[config.mk]
export PLATFORM = sky130hd
export DESIGN_NAME = run_ctrl
export DESIGN_NICKNAME = d
export VERILOG_FILES = /design/src/rtl/run_ctrl_pkg.sv /design/src/rtl/run_ctrl_timer.sv /design/src/rtl/run_ctrl.sv
export SDC_FILE = /design/constraint.sdc
export NUM_CORES = 1
export LEC_CHECK = 0
export BUFFER_PORTS_ARGS = -buffer_cell sky130_fd_sc_hd__buf_2
export CAP_MARGIN = 40
export CORE_MARGIN = 8
export CORE_UTILIZATION = 44
export CTS_BUF_LIST = sky130_fd_sc_hd__clkbuf_4 sky130_fd_sc_hd__clkbuf_8
export DETAILED_ROUTE_END_ITERATION = 12
export PLACE_DENSITY = 0.8
export SLEW_MARGIN = 10
export SYNTH_ARGS = -nofsm -noshare
export SYNTH_HDL_FRONTEND = slang
export SYNTH_SLANG_ARGS = --single-unit
[constraint.sdc]
create_clock -name clk -period 1.9 [get_ports clk]
set_input_delay 0.38 -clock clk [delete_from_list [all_inputs] [get_ports clk]]
set_output_delay 0.38 -clock clk [all_outputs]
set_load 0.03 [all_outputs]
[src/rtl/run_ctrl_pkg.sv]
// rtl/run_ctrl_pkg.sv - shared state encoding and default parameters for run_ctrl
package run_ctrl_pkg;

    typedef enum logic [2:0] {
        S_IDLE,
        S_RESET,
        S_RUN,
        S_DRAIN,
        S_DONE
    } state_t;

    localparam int DEF_NUM_CORES    = 1;
    localparam int DEF_DATA_W       = 32;
    localparam int DEF_CNT_W        = 16;
    localparam int DEF_RST_CYCLES   = 2;
    localparam int DEF_MAX_CYCLES   = 34;
    localparam int DEF_DRAIN_CYCLES = 5;

    function automatic int max2(input int a, input int b);
        return (a > b) ? a : b;
    endfunction

endpackage

[src/rtl/run_ctrl_timer.sv]
// rtl/run_ctrl_timer.sv - loadable down-counter with zero flag, shared by RESET and DRAIN
module cycle_timer #(
    parameter int W = 3
) (
    input  logic         clk,
    input  logic         rst,
    input  logic         load,
    input  logic [W-1:0] value,
    output logic         zero
);

    logic [W-1:0] count;

    // Free-runs down to zero and parks there until the next load.
    always_ff @(posedge clk) begin
        if (rst) begin
            count <= '0;
        end else if (load) begin
            count <= value;
        end else if (count != '0) begin
            count <= count - W'(1);
        end
    end

    assign zero = (count == '0);

endmodule

[src/rtl/run_ctrl.sv]
// rtl/run_ctrl.sv - run sequencer: core reset, budgeted run, drain and signature check
module run_ctrl
    import run_ctrl_pkg::*;
#(
    parameter int NUM_CORES    = DEF_NUM_CORES,
    parameter int DATA_W       = DEF_DATA_W,
    parameter int CNT_W        = DEF_CNT_W,
    parameter int RST_CYCLES   = DEF_RST_CYCLES,
    parameter int MAX_CYCLES   = DEF_MAX_CYCLES,
    parameter int DRAIN_CYCLES = DEF_DRAIN_CYCLES
) (
    input  logic                        clk,
    input  logic                        rst,
    input  logic                        start,
    input  logic [NUM_CORES-1:0]        halt,
    input  logic [NUM_CORES*DATA_W-1:0] result,
    input  logic [DATA_W-1:0]           expected,
    output logic                        core_rst,
    output logic                        busy,
    output logic                        done,
    output logic                        pass,
    output logic                        timeout,
    output logic [NUM_CORES-1:0]        halted,
    output logic [NUM_CORES-1:0]        fail_mask,
    output logic [CNT_W-1:0]            cycle_count
);

    localparam int TW = $clog2(max2(RST_CYCLES, DRAIN_CYCLES) + 1);
    localparam logic [CNT_W-1:0] LAST_CNT = CNT_W'(MAX_CYCLES - 1);

    state_t               state;
    logic                 tmr_load;
    logic [TW-1:0]        tmr_value;
    logic                 tmr_zero;
    logic [NUM_CORES-1:0] halted_next;
    logic [NUM_CORES-1:0] mismatch;

    assign halted_next = halted | halt;

    always_comb begin
        mismatch = '0;
        for (int i = 0; i < NUM_CORES; i++) begin
            mismatch[i] = (result[i*DATA_W +: DATA_W] != expected);
        end
    end

    // Timer is loaded with length-1 so the phase spans exactly `length` cycles.
    always_comb begin
        tmr_load  = 1'b0;
        tmr_value = '0;
        if (!rst) begin
            case (state)
                S_IDLE, S_DONE: if (start) begin
                    tmr_load  = 1'b1;
                    tmr_value = TW'(RST_CYCLES - 1);
                end
                S_RUN: if (&halted_next) begin
                    tmr_load  = 1'b1;
                    tmr_value = TW'(DRAIN_CYCLES - 1);
                end
                default: ;
            endcase
        end
    end

    cycle_timer #(.W(TW)) u_timer (
        .clk   (clk),
        .rst   (rst),
        .load  (tmr_load),
        .value (tmr_value),
        .zero  (tmr_zero)
    );

    always_ff @(posedge clk) begin
        if (rst) begin
            state       <= S_IDLE;
            core_rst    <= 1'b1;
            busy        <= 1'b0;
            done        <= 1'b0;
            pass        <= 1'b0;
            timeout     <= 1'b0;
            halted      <= '0;
            fail_mask   <= '0;
            cycle_count <= '0;
        end else begin
            case (state)
                S_IDLE, S_DONE: if (start) begin
                    state       <= S_RESET;
                    core_rst    <= 1'b1;
                    busy        <= 1'b1;
                    done        <= 1'b0;
                    pass        <= 1'b0;
                    timeout     <= 1'b0;
                    halted      <= '0;
                    fail_mask   <= '0;
                    cycle_count <= '0;
                end
                S_RESET: if (tmr_zero) begin
                    state    <= S_RUN;
                    core_rst <= 1'b0;
                end
                S_RUN: begin
                    halted <= halted_next;
                    // A final halt beats an expiring budget in the same cycle.
                    if (&halted_next) begin
                        state <= S_DRAIN;
                    end else if (cycle_count == LAST_CNT) begin
                        state   <= S_DONE;
                        busy    <= 1'b0;
                        done    <= 1'b1;
                        timeout <= 1'b1;
                    end else if (cycle_count != '1) begin
                        cycle_count <= cycle_count + CNT_W'(1);
                    end
                end
                S_DRAIN: if (tmr_zero) begin
                    state     <= S_DONE;
                    busy      <= 1'b0;
                    done      <= 1'b1;
                    fail_mask <= mismatch;
                    pass      <= ~|mismatch;
                end
                default: state <= S_IDLE;
            endcase
        end
    end

endmodule
==> results by group <==
CTS
  • H-Tree Depth: 2
  • Clk sinks: 29
  • Clk_lat worst skew: 290 ps
  • Clock Pin Slew Worst Setup and Hold Paths: 70 ps
  • CTS tree: built
  • Max Root-Sink Buffers: 2
  • Num CTS Buffers: 5
  • Root buf cell: clkbuf_8

Synth
  • Synthesis Warnings: 0
  • Number of synthesized flops with an enable pin: 0
  • Post-Syn Area: 0.00199 mm2
  • Synth Flop Type: dfxtp_1
  • Cells after Synth: 242
  • Top area cells in the synthesized netlist: dfxtp_1 29%, xnor2_1 15%, nand4_1 6.3%
  • Syn nets: 314
  • Synth Area in Compound Gates: 19.6%
  • Ys async rst share: 0%
  • Post-Synth XOR/XNOR Area: 14.6%
  • Mux share of post-synthesis cell area: 0.567%
  • Area leader, netlist: dfxtp_1
  • Top cell type's share of synthesized area: 29.2%
  • Number of synthesized register bits: 29
  • Sequential-to-total area share from yosys stat: 29.2%
  • Largest family of logic cells by synthesized area: simple AND/OR/NAND/NOR gates
  • Unique masters post-synth: 51
  • Synth Area in Simple Gates: 27.3%
  • Syn avg cell area: 8.21 um2
  • Adder-Cell Fraction of Synth Area: 2.52%

STA
  • Post-route minimum period: 1930 ps
  • WHS: 411 ps
  • Final setup fails: 2
  • Final Hold Vio Count: 0
  • Setup_tns: -41.4 ps
  • Slew Limit Fails: 0
  • Worst slew pin tran: 474 ps
  • Max_slew headroom: 68.1%
  • RSZ-0062 raised after global routing: yes
  • Clock Skew: 3.37 ps
  • Final period utilization: 102%
  • Setup WS post-layout: -31.4 ps
  • FMAX: 518 MHz

Setup path
  • Delay of the slowest critical-path stage: 420 ps
  • Critical Path RT: 2090 ps
  • Crit-path cells: or3b_4 > a2111oi_4 > o211ai_4 > buf_6 > or4_4 > o311ai_2
  • Startpoint types: flop
  • CP Capture Type: flop
  • Crit path DAT: 2120 ps
  • CP max-delay cell: or3b_4
  • Setup CP Type: reg -> reg
  • Max FO, Critical Path: 5
  • Buf/Inv on CP: 1
  • CP top delay family: simple AND/OR/NAND/NOR gates

Drt
  • Routed WL per cell: 16.5 um
  • Residual DRC count: 0
  • 1st-pass router iterations: 4
  • Detailed Route WL: 6960 um
  • Initial DRC count: 241
  • DR vias: 2428
  • Detail Route Antenna Nets: 0
  • DR vias/cell: 5.77

Power
  • Power share of the sequential group: 32.6%
  • Combinational share of power: 43.8%
  • Pint: 1.36 mW
  • Sw Share: 37.2%
  • Net switching power: 0.806 mW
  • Power Dens Cells: 712 mW/mm2
  • Leakage power: 1.29 nW
  • Peak supply drop: 351 uV
  • Clk pwr share: 23.5%

Outcome
  • Failing checks: negative setup slack
  • Status: complete, but fails checks

Global route
  • First-pass GRT wire length: 11300 um
  • Gr ovfl total: 0
  • Largest net degree at the start of global routing: 13
  • Number of global-route vias before repair: 2517
  • Initial antenna violation count: 0
  • Total GRT Usage: 18.8%

Min path
  • Worst min path class: in -> reg

Place
  • Port bufs: 90
  • Pre-CTS WS: -204 ps
  • GPL Wtd Cong: 0.909
  • Post-DP HPWL: 5260 um

Die
  • IO Count: 91
  • Core area: 0.00435 mm2
  • Die Area: 0.00692 mm2
  • Chip width: 83.2 um
  • Initial Util: 45.6%
  • Site row count: 24
  • Die height: 83.2 um

Layout
  • Layout cell share with drive strength beyond 1: 51.2%
  • Nets@finish: 440
  • Ant diodes: 0
  • Layout area overhead: 53.5%
  • Fillers: 308

Job
  • Max cap viols: 0
==> registers in the layout, summed over array words and instances, names as in the netlist <==
register and count:
busy 1, halted 1, timeout 1, core_rst 1
done 1, pass 1, cycle_count 16, state 3
u_timer.count 3, fail_mask 1
==> placed cells by master (no fill, tap or decap), types with 3 or more instances in the layout <==
cell,instances
a21oi_1,9
nor3_1,6
nor2_1,10
or2_2,3
o21ai_0,8
buf_6,5
clkbuf_8,5
inv_1,10
buf_2,90
nand4_1,20
nor4_1,3
nand2_1,25
nand3_1,5
or3_1,6
xnor2_1,33
dfxtp_1,16
buf_4,38
dfxtp_2,11
or4_4,3
o311ai_2,6
==> kinds of logic (layout without fill, tap and decap cells) <==
logic type | Yosys count | in the layout
XOR/XNOR | 33 | 33
adder cells (fa/ha/maj) | 4 | 4
AND/OR/NAND/NOR | 98 | 98
buffers and inverters | 26 | 153
AO/OA/AOI/OAI | 51 | 51
flip-flops | 29 | 29
multiplexers | 1 | 1
==> routing by layer <==
| metal | track usage, % | wire (um) | vias up |
|---|---|---|---|
| li1 | - | - | 1148 |
| met1 | 19.6 | 2680 | 1132 |
| met2 | 34.0 | 3530 | 134 |
| met3 | 6.64 | 644 | 14 |
| met4 | 5.75 | 104 | 0 |
| met5 | 0 | 0 | - |
==> layout make-up <==
type	count	area (um2)	share of cell area, %
clock buffer	5	68.8	2.26
clock inverter	3	16.3	0.534
inverter	12	45.0	1.48
multi-input combinational	187	1460	47.9
sequential	29	602	19.7
tap	52	65.1	2.13
timing repair buffer	133	792	26.0
==> worst paths after layout <==
check                           startpoint               end  slack [ps]  cells after the start
worst min register to register        done              done         460                      2
worst min-delay path                   rst  u_timer.count[2]         410                      2
worst max-delay path              state[2]   cycle_count[14]         -30                      6
worst max register to register    state[2]   cycle_count[14]         -30                      6
==> cell usage after synthesis, drive strengths merged (2+ instances only) <==
| cell type | n |
|---|---|
| a21o | 2 |
| a21oi | 9 |
| and4 | 2 |
| buf | 6 |
| clkbuf | 8 |
| dfxtp | 29 |
| ha | 4 |
| inv | 11 |
| nand2 | 25 |
| nand3 | 6 |
| nand4 | 20 |
| nor2 | 12 |
| nor2b | 3 |
| nor3 | 6 |
| nor4 | 3 |
| nor4b | 2 |
| o2111ai | 2 |
| o21ai | 11 |
| o311ai | 8 |
| o31ai | 2 |
| o32a | 2 |
| o32ai | 2 |
| or2 | 4 |
| or3 | 8 |
| or4 | 3 |
| xnor2 | 33 |
==> power groups by stage <==
stage                     clock, mW  sequential, mW  combinational, mW
after global routing          0.545           0.716               1.04
final                         0.511           0.708              0.950
after floorplan                   0           0.766              0.512
after CTS                     0.515           0.705              0.895
after global placement            0           0.716              0.837
after detailed placement          0           0.719              0.859
==> through the flow <==
stage | power (mW) | util, % | area, um2 | instances
after floorplan | 1.28 | - | 2040 | 242
after global placement | 1.55 | 63.3 | 2760 | 408
after global routing | 2.30 | 70.0 | 3050 | 421
final | 2.17 | 70.0 | 3050 | 421
after detailed placement | 1.58 | 63.3 | 2760 | 408
after CTS | 2.12 | 66.8 | 2910 | 418
==> what timing repair did <==
action	CTS	global route
pin swaps	3	11
gates cloned	0	1
setup endpoints to repair	16	16
gates resized for setup	13	27
hold buffers	0	0
buffers inserted	2	2
==> worst register-to-register path: stages (launching register included) <==
cell and delay, ps:
dfxtp_2 320, or3b_4 420, a2111oi_4 270, o211ai_4 160
buf_6 160, or4_4 410, o311ai_2 100
(Power assumes the default switching activity.)
